$ cat src/rtl/arb_pkg.sv
// Shared types, sizes and the rotating-priority search used by the 8-way arbiter.
package arb_pkg;

  localparam int unsigned NUM_REQ = 8;
  localparam int unsigned IDX_W   = 3;

  typedef enum logic [0:0] {
    IDLE,
    GRANT
  } arb_state_t;

  // Result of one round-robin search.
  typedef struct packed {
    logic             found;
    logic [IDX_W-1:0] idx;
  } pick_t;

  // First eligible requester at or after ptr, wrapping modulo NUM_REQ.
  // A set bit in mask excludes that requester from this search.
  function automatic pick_t rr_pick(input logic [NUM_REQ-1:0] req,
                                    input logic [IDX_W-1:0]   ptr,
                                    input logic [NUM_REQ-1:0] mask);
    pick_t              res;
    logic [IDX_W-1:0]   cand;
    logic [NUM_REQ-1:0] elig;
    res  = '0;
    elig = req & ~mask;
    // Walk from the far end so the closest hit to ptr is written last.
    for (int i = NUM_REQ - 1; i >= 0; i--) begin
      cand = ptr + IDX_W'(i);
      if (elig[cand]) begin
        res.found = 1'b1;
        res.idx   = cand;
      end
    end
    return res;
  endfunction

endpackage

$ cat src/rtl/arb_dec3x8.sv
// Combinational 3-to-8 decoder with enable; all-zero output while disabled.
module arb_dec3x8
  import arb_pkg::*;
(
  input  logic               en,
  input  logic [IDX_W-1:0]   idx,
  output logic [NUM_REQ-1:0] onehot
);

  // Decode idx to a single set bit when enabled.
  always_comb begin
    onehot = '0;
    if (en) begin
      onehot[idx] = 1'b1;
    end
  end

endmodule

$ cat src/rtl/rr_arbiter8.sv
// Round-robin arbiter for 8 requesters with held, registered one-hot grant.
// Optional grant-hold timeout is built only when ARB_TIMEOUT_EN is defined.
module rr_arbiter8
  import arb_pkg::*;
#(
  parameter int unsigned TIMEOUT = 16
) (
  input  logic               clk,
  input  logic               rst_n,
  input  logic [NUM_REQ-1:0] req,
  output logic [NUM_REQ-1:0] gnt,
  output logic [IDX_W-1:0]   gnt_idx,
  output logic               gnt_valid,
  output logic               timeout
);

  if ((TIMEOUT < 2) || (TIMEOUT > 255)) begin : g_bad_timeout
    $error("rr_arbiter8: TIMEOUT must be within 2..255");
  end

  arb_state_t         state_q, state_d;
  logic [IDX_W-1:0]   ptr_q, ptr_d;
  logic [IDX_W-1:0]   idx_q, idx_d;
  logic               valid_q, valid_d;
  logic [NUM_REQ-1:0] gnt_q, gnt_d;
  logic               arb;
  logic [NUM_REQ-1:0] mask;
  pick_t              pick;

`ifdef ARB_TIMEOUT_EN
  localparam logic [7:0] HoldLast = 8'(TIMEOUT - 1);
  logic [7:0] cnt_q, cnt_d;
  logic       timeout_q, timeout_d;
`endif

  // Next-state: hold while the owner requests, otherwise re-arbitrate this cycle.
  always_comb begin
    state_d = state_q;
    ptr_d   = ptr_q;
    idx_d   = idx_q;
    valid_d = valid_q;
    arb     = 1'b0;
    mask    = '0;
    pick    = '0;
`ifdef ARB_TIMEOUT_EN
    cnt_d     = cnt_q;
    timeout_d = 1'b0;
`endif
    unique case (state_q)
      IDLE: arb = 1'b1;
      GRANT: begin
        if (req[idx_q]) begin
`ifdef ARB_TIMEOUT_EN
          if (cnt_q == HoldLast) begin
            // Forced revoke: the revoked owner sits out this one search.
            arb       = 1'b1;
            mask      = NUM_REQ'(1) << idx_q;
            timeout_d = 1'b1;
          end else begin
            cnt_d = cnt_q + 8'd1;
          end
`endif
        end else begin
          arb = 1'b1;
        end
      end
    endcase
    if (arb) begin
      pick = rr_pick(req, ptr_q, mask);
      if (pick.found) begin
        state_d = GRANT;
        idx_d   = pick.idx;
        valid_d = 1'b1;
        ptr_d   = pick.idx + IDX_W'(1);
`ifdef ARB_TIMEOUT_EN
        cnt_d   = 8'd0;
`endif
      end else begin
        state_d = IDLE;
        valid_d = 1'b0;
      end
    end
  end

  // Decoder runs on next-state values so the registered gnt matches gnt_idx.
  arb_dec3x8 u_dec (
    .en     (valid_d),
    .idx    (idx_d),
    .onehot (gnt_d)
  );

  // State and output registers with synchronous active-low reset.
  always_ff @(posedge clk) begin
    if (!rst_n) begin
      state_q <= IDLE;
      ptr_q   <= '0;
      idx_q   <= '0;
      valid_q <= 1'b0;
      gnt_q   <= '0;
    end else begin
      state_q <= state_d;
      ptr_q   <= ptr_d;
      idx_q   <= idx_d;
      valid_q <= valid_d;
      gnt_q   <= gnt_d;
    end
  end

`ifdef ARB_TIMEOUT_EN
  // Hold counter and one-cycle revoke pulse.
  always_ff @(posedge clk) begin
    if (!rst_n) begin
      cnt_q     <= '0;
      timeout_q <= 1'b0;
    end else begin
      cnt_q     <= cnt_d;
      timeout_q <= timeout_d;
    end
  end
  assign timeout = timeout_q;
`else
  assign timeout = 1'b0;
`endif

  assign gnt       = gnt_q;
  assign gnt_idx   = idx_q;
  assign gnt_valid = valid_q;

endmodule
$ cat config.mk
export PLATFORM = sky130hd
export DESIGN_NAME = rr_arbiter8
export DESIGN_NICKNAME = d
export VERILOG_FILES = /design/src/rtl/arb_pkg.sv /design/src/rtl/arb_dec3x8.sv /design/src/rtl/rr_arbiter8.sv
export SDC_FILE = /design/constraint.sdc
export NUM_CORES = 1
export LEC_CHECK = 0
export BUFFER_PORTS_ARGS = -buffer_cell sky130_fd_sc_hd__buf_2
export CAP_MARGIN = 20
export CORE_AREA = 2 2 63 65
export CTS_CLUSTER_DIAMETER = 120
export DETAILED_ROUTE_END_ITERATION = 8
export DIE_AREA = 0 0 65 67
export PLACE_DENSITY = 0.66
export SYNTH_ARGS = -nofsm -noshare
export SYNTH_HDL_FRONTEND = slang
export SYNTH_SLANG_ARGS = --single-unit
$ cat constraint.sdc
create_clock -name clk -period 7.2 [get_ports clk]
set_input_delay 0.72 -clock clk [delete_from_list [all_inputs] [get_ports clk]]
set_output_delay 0.72 -clock clk [all_outputs]
set_load 0.005 [all_outputs]
# After elaboration in Yosys (flattened, before gate mapping)
# Index checks and enable logic that the tools add are counted.
# word_totals
out_inout_bits,13
ff_bits,16
# op_classes
mux,35
reduce_logical,3
addsub,8
bitwise,1
order_cmp,11
# op_table
op,count
"< comparator 3 x 4 -> 1 bit, second input constant",10
two-way mux 4 bit,9
binary-select mux 1 bit (select 3 bit),9
two-way mux 1 bit,13
"adder 3 bit, second input constant",4
"adder 3 x 1 -> 3 bit, second input constant",2
"adder 3 x 2 -> 3 bit, second input constant",2
two-way mux 3 bit,2
AND reduction 2 bit,2
demux 1 bit (select 3 bit),1
"greater-or-equal comparator 3 x 1 -> 1 bit, second input constant",1
case mux 1 bit (2 select lines),1
logical AND 1 bit,1
inverter 1 bit,1

# Longest topological paths before layout
# logic_depth
ltp_word,18
mapped_depth,13

# Modules after synthesis
# From an unflattened synthesis, not the netlist that was laid out.
# hier_totals
hier_cells,169
hier_area_um2,1645.3
# modules_own_cells
module,cells_per_inst,area_each_um2,instances
rr_arbiter8,161,1549.0,1
arb_dec3x8,8,96.3,1

# Least setup slack after synthesis
# Ideal clock, no wire load.
# synth_timing
path_kind,register to register
from,reg ptr_q[1]
to,reg ptr_q[2]
setup_time_ns,0.116
path_slack_ns,3.776
t_arrival_ns,3.307
path_stages_with_launch,13
required_time_ns,7.084
period_less_slack_ns,3.424
cell_sequence,dfxtp_1 -> clkbuf_1 -> inv_1 -> ha_1 -> buf_2 -> buf_2 -> mux4_2 -> mux2i_1 -> a22oi_1 -> a311oi_1 -> o21ai_4 -> a2111o_1 -> o211a_1
# synth_between
elab_chain_len,13
elab_cells_between_ends,34
classes_between,8 x add/sub; 25 x mux; 1 x reduce/logical
# synth_rtl
item,line,source
start: declaration,rr_arbiter8.sv:22,"logic [IDX_W-1:0] ptr_q, ptr_d;"
start signal: assignment,rr_arbiter8.sv:102,ptr_q <= ptr_d;
adder 3 bit,arb_pkg.sv:30,cand = ptr + IDX_W'(i);
binary-select mux 1 bit (select 3 bit),arb_pkg.sv:31,if (elig[cand]) begin
two-way mux 1 bit (not written as such),arb_pkg.sv:31,
two-way mux 4 bit (7 in a row),arb_pkg.sv:31,
two-way mux 4 bit (*),arb_pkg.sv:31,
two-way mux 4 bit (*),rr_arbiter8.sv:68,if (arb) begin
adder 3 x 1 -> 3 bit / AND reduction 2 bit (equally long branches),-,
# Mark *: on every way between the ends. The rest lies on a longest branch, timed or not. The select of a mux whose other input is x is not followed.
# A chain may end at the register's enable or synchronous reset.

# Worst setup path in the final report
# layout_timing
from,reg ptr_q[0]
to,reg gnt_q[7] (netlist: gnt[7])
# layout_between
elab_chain_len,18
elab_cells_between_ends,42
classes_between,7 x add/sub; 2 x order compare; 31 x mux; 2 x reduce/logical
# layout_rtl
item,line,source
adder 3 bit,arb_pkg.sv:30,
binary-select mux 1 bit (select 3 bit),arb_pkg.sv:31,
two-way mux 1 bit (not written as such),arb_pkg.sv:31,
two-way mux 4 bit (7 in a row),arb_pkg.sv:31,
two-way mux 4 bit (*),arb_pkg.sv:31,
two-way mux 4 bit (*),rr_arbiter8.sv:68,
two-way mux 3 bit,rr_arbiter8.sv:70,if (pick.found) begin
two-way mux 3 bit,rr_arbiter8.sv:68,
< comparator 3 x 4 -> 1 bit (not written as such) / greater-or-equal comparator 3 x 1 -> 1 bit (equally long branches),arb_dec3x8.sv:14,onehot[idx] = 1'b1;
logical AND 1 bit (not written as such),arb_dec3x8.sv:14,
two-way mux 1 bit (not written as such),arb_dec3x8.sv:14,
demux 1 bit (select 3 bit),-,
end signal: assignment,rr_arbiter8.sv:105,gnt_q <= gnt_d;
end: declaration,rr_arbiter8.sv:25,"logic [NUM_REQ-1:0] gnt_q, gnt_d;"
# Marks and branches as above.

==> impl.org <==
** Synth
- Per-instance average area after synthesis :: 9.19 um^2
- Number of nets in the synthesized netlist :: 205
- Top flip-flop cell by instance count after synthesis :: dfxtp_1
- Counting flops with an async set or reset pin after synthesis yields a share of 0%.
- Cell count after synthesis :: 193
- Counting flops with a built-in enable in the synthesized netlist gives 0.
- The synthesized netlist occupies a cell area of 1770 um^2.
- For this run, the number of Yosys warnings is 0.
- After synthesis, the netlist uses 57 different library cells.
- Proportion of synthesized chip area in sequential cells :: 18.1%
- Register bit total from synthesis :: 16

** Pwr
- Switching component of the power :: 0.465 mW
- The worst-case IR drop observed on VDD is 0.272 mV.
- The share of total power dissipated in the clock network is 8.0%.
- Leak pwr :: 0.775 nW
- Cell internal power was estimated by the tool at 0.489 mW.
- Combinational power share :: 73.8%
- Of the total power, the share spent switching nets is 48.7%.
- In this run the power density over the cells is 499 nW/um^2.
- The share of total power dissipated in sequential elements is 18.2%.

** Final layout
- Share of cells above drive strength 1 :: 27.7%
- For this run, the post-layout net count is 215.
- For this run, the number of standard cells in the final layout without fillers is 250.
- Fill cells :: 340
- Area taken by flip-flops and latches :: 320 um^2
- Number of diodes added for antenna fixing :: 0
- In the layout the commonest cells are buf_2, mux2i_1, dfxtp_1.
- The library cell used most frequently in the layout, excluding fill and tap cells, is buf_2.
- From synthesis to final layout, the design area changed by 7.62%.
- In the final layout, the multi-input gates occupy 1340 um^2.

** Clock network
- CTS built an H-tree with a depth of 1.
- Buffers inserted to repair hold after CTS numbered 0.
- Number of clock buffers inserted by TritonCTS :: 3
- CTS clk-pin slew, worst paths :: 0.06 ns
- Clock network latency to the later pin of the worst-skew pair :: 0.24 ns
- Number of buffers on the longest clock path :: 2
- Setup bufs post-CTS :: 0
- Total number of clock tree sinks :: 16
- The cell sitting at the root of the clock tree is a clkbuf_8.
- CTS resizes :: 0
- CTS tree :: yes

** Hold path
- Classification of the worst-slack hold path :: flip-flop to flip-flop
- Worst-case hold path end point :: gnt_idx[2]
- In this run the most critical hold path is launched from gnt_idx[2].
- The worst hold path was traced through 2 stages.

** Detailed routing
- First-iteration detailed-routing DRC count :: 104
- Average wire length per cell after detail routing :: 17.9 um
- After detailed routing, the number of remaining DRC violations is 0.
- Via count :: 1,670
- The pre-antenna-repair detailed-routing pass consisted of 4 iterations.
- Post-route antenna net violation count :: 0
- Average via count per standard cell :: 6.68
- Summed over all layers, the routed wires come to 4470 um.

** Placed design
- Routability-driven placement finished with a final weighted congestion of 0.943.
- Inst Count DP :: 246
- In this run the tool buffered the top-level ports with 21 buffer cells.
- HPWL after DPL :: 3240 um

** Floorplan
- The floorplan step set the die width to 65 um.
- Once the floorplan was initialized, standard cells occupied 49.2% of the core.
- Ports placed on the boundary :: 23
- The die covers 4360 um^2.
- Total core area :: 3610 um^2
- The initialized floorplan defines 22 standard-cell rows.
- Floorplan die height :: 67 um

** STA
- Final critical path time including I/O delays and setup :: 4.35 ns
- For the pin with the worst max-slew slack, the measured transition is 0.924 ns.
- Final hold violations :: 0
- Max Slew Vio Count :: 0
- Number of setup violations in the final report :: 0
- Relative slew margins :: 38.3%
- Fmax :: 230 MHz
- Unrepaired setup endpoints after global routing :: no
- The clock arrives with 0.00196 ns of skew.
- Accumulated negative setup slack :: 0 ns
- After layout, the worst path uses 60.4% of the clock period.

** Worst setup path
- Data on the critical path is required at its endpoint by 7.29 ns.
- Class of the most critical setup path :: flip-flop to flip-flop
- Critical register-to-register path startpoint :: ptr_q[0]
- The worst register-to-register path has a setup slack of 2.85 ns.
- Arrival time at the worst endpoint :: 4.44 ns
- STA classifies the critical path startpoint as a flip-flop.
- The worst register-to-register path has a depth of 9.
- Endpoint of the worst-slack reg-to-reg timing path :: gnt[7]
- The worst setup path is captured at a flip-flop.
- In this run the worst path has a maximum fanout of 21.

** Global routing
- Via count of the first global-routing pass :: 1,577
- The first global-routing pass estimated 7570 um of wire.
- Final global-route overflow total :: 0
- All-layer global routing usage :: 22.1%
- Antenna violations before repair :: 0
- Largest net degree at the start of global routing :: 22

** Run status
- The run finished with clean final reports.

** Job
- Number of max-capacitance violations reported :: 0
-- logic make-up (layout without fill, tap and decap cells) --
kind of cell | Yosys count | after routing | synth area share [%]
adder cells (fa/ha/maj) | 2 | 2 | 1.41
XOR/XNOR | 3 | 3 | 1.48
flip-flops | 16 | 16 | 18.1
other | 1 | 1 | 0.211
AND/OR/NAND/NOR | 55 | 55 | 16.9
AO/OA/AOI/OAI | 53 | 53 | 23.8
multiplexers | 38 | 38 | 31.4
buffers and inverters | 25 | 34 | 6.70
-- power by group through the flow --
stage	logic (mW)	clock network [mW]	registers (mW)
final	0.704	0.0766	0.173
after global routing	0.766	0.0808	0.182
after CTS	0.693	0.0781	0.173
after detailed placement	0.688	0	0.174
after global placement	0.678	0	0.172
after floorplan	0.599	0	0.138
-- per-layer routing --
layer  up-vias  routed length (um)  part of all wire (%)  track usage [%]
li1        768                   -                     -                -
met1       827                1940                    43             29.1
met2        66                2240                    50             38.8
met3         9                 218                   4.9             1.18
met4         0                  72                   1.6             7.18
met5         -                   0                     0                0
-- worst max-delay path by stage --
stage / start / to / cells after the start
finish: ptr_q[0] / gnt[7] / 9
floorplan: ptr_q[1] / ptr_q[2] / 12
global placement: ptr_q[0] / ptr_q[2] / 9
detailed placement: ptr_q[0] / gnt[2] / 9
CTS: ptr_q[0] / gnt[7] / 9
global route: ptr_q[0] / gnt[7] / 8
-- final cells by class --
class,count,area share (%)
sequential,16,16.8
timing repair buffer,21,5.50
tap,48,3.15
multi-input combinational,152,69.9
clock buffer,4,2.88
inverter,9,1.77
-- critical path, cell delays in order, from the launching register on --
cell	delay (ns)
dfxtp_1	0.92
inv_2	0.23
ha_1	0.80
mux4_2	0.68
mux2i_1	0.39
nor3_1	0.11
or4_4	0.52
o21a_1	0.20
a31oi_1	0.24
nor3b_1	0.09
-- cells in the mapped netlist (4+ instances only) --
library cell | n | area (um^2)
inv_1 | 7 | 26.3
buf_2 | 5 | 25.0
clkbuf_1 | 8 | 30.0
a31oi_1 | 5 | 31.3
mux2i_1 | 17 | 170
nor2_1 | 11 | 41.3
dfxtp_1 | 16 | 320
nor3_1 | 6 | 30.0
mux2_2 | 8 | 90.1
and2_1 | 4 | 25.0
nor3b_1 | 4 | 30.0
a21oi_1 | 6 | 30.0
mux4_2 | 12 | 270
nand2_1 | 13 | 48.8
-- flip-flops by register name, indices dropped and copies added, names as in the netlist --
signal     cells
gnt_idx        3
gnt_valid      1
ptr_q          3
gnt            8
state_q        1
-- per-stage QoR --
stage	total power, mW	hold slack (ns)	worst slack, ns	cell area, um^2	utilization (%)
after floorplan	0.736	0.566	3.78	1770	-
final	0.954	0.621	2.85	1910	52.9
after global placement	0.850	0.600	3.02	1850	51.4
after global routing	1.03	0.658	2.52	1910	52.9
after CTS	0.944	0.621	2.88	1910	52.9
after detailed placement	0.862	0.608	2.93	1850	51.4
(Power assumes the default switching activity.)
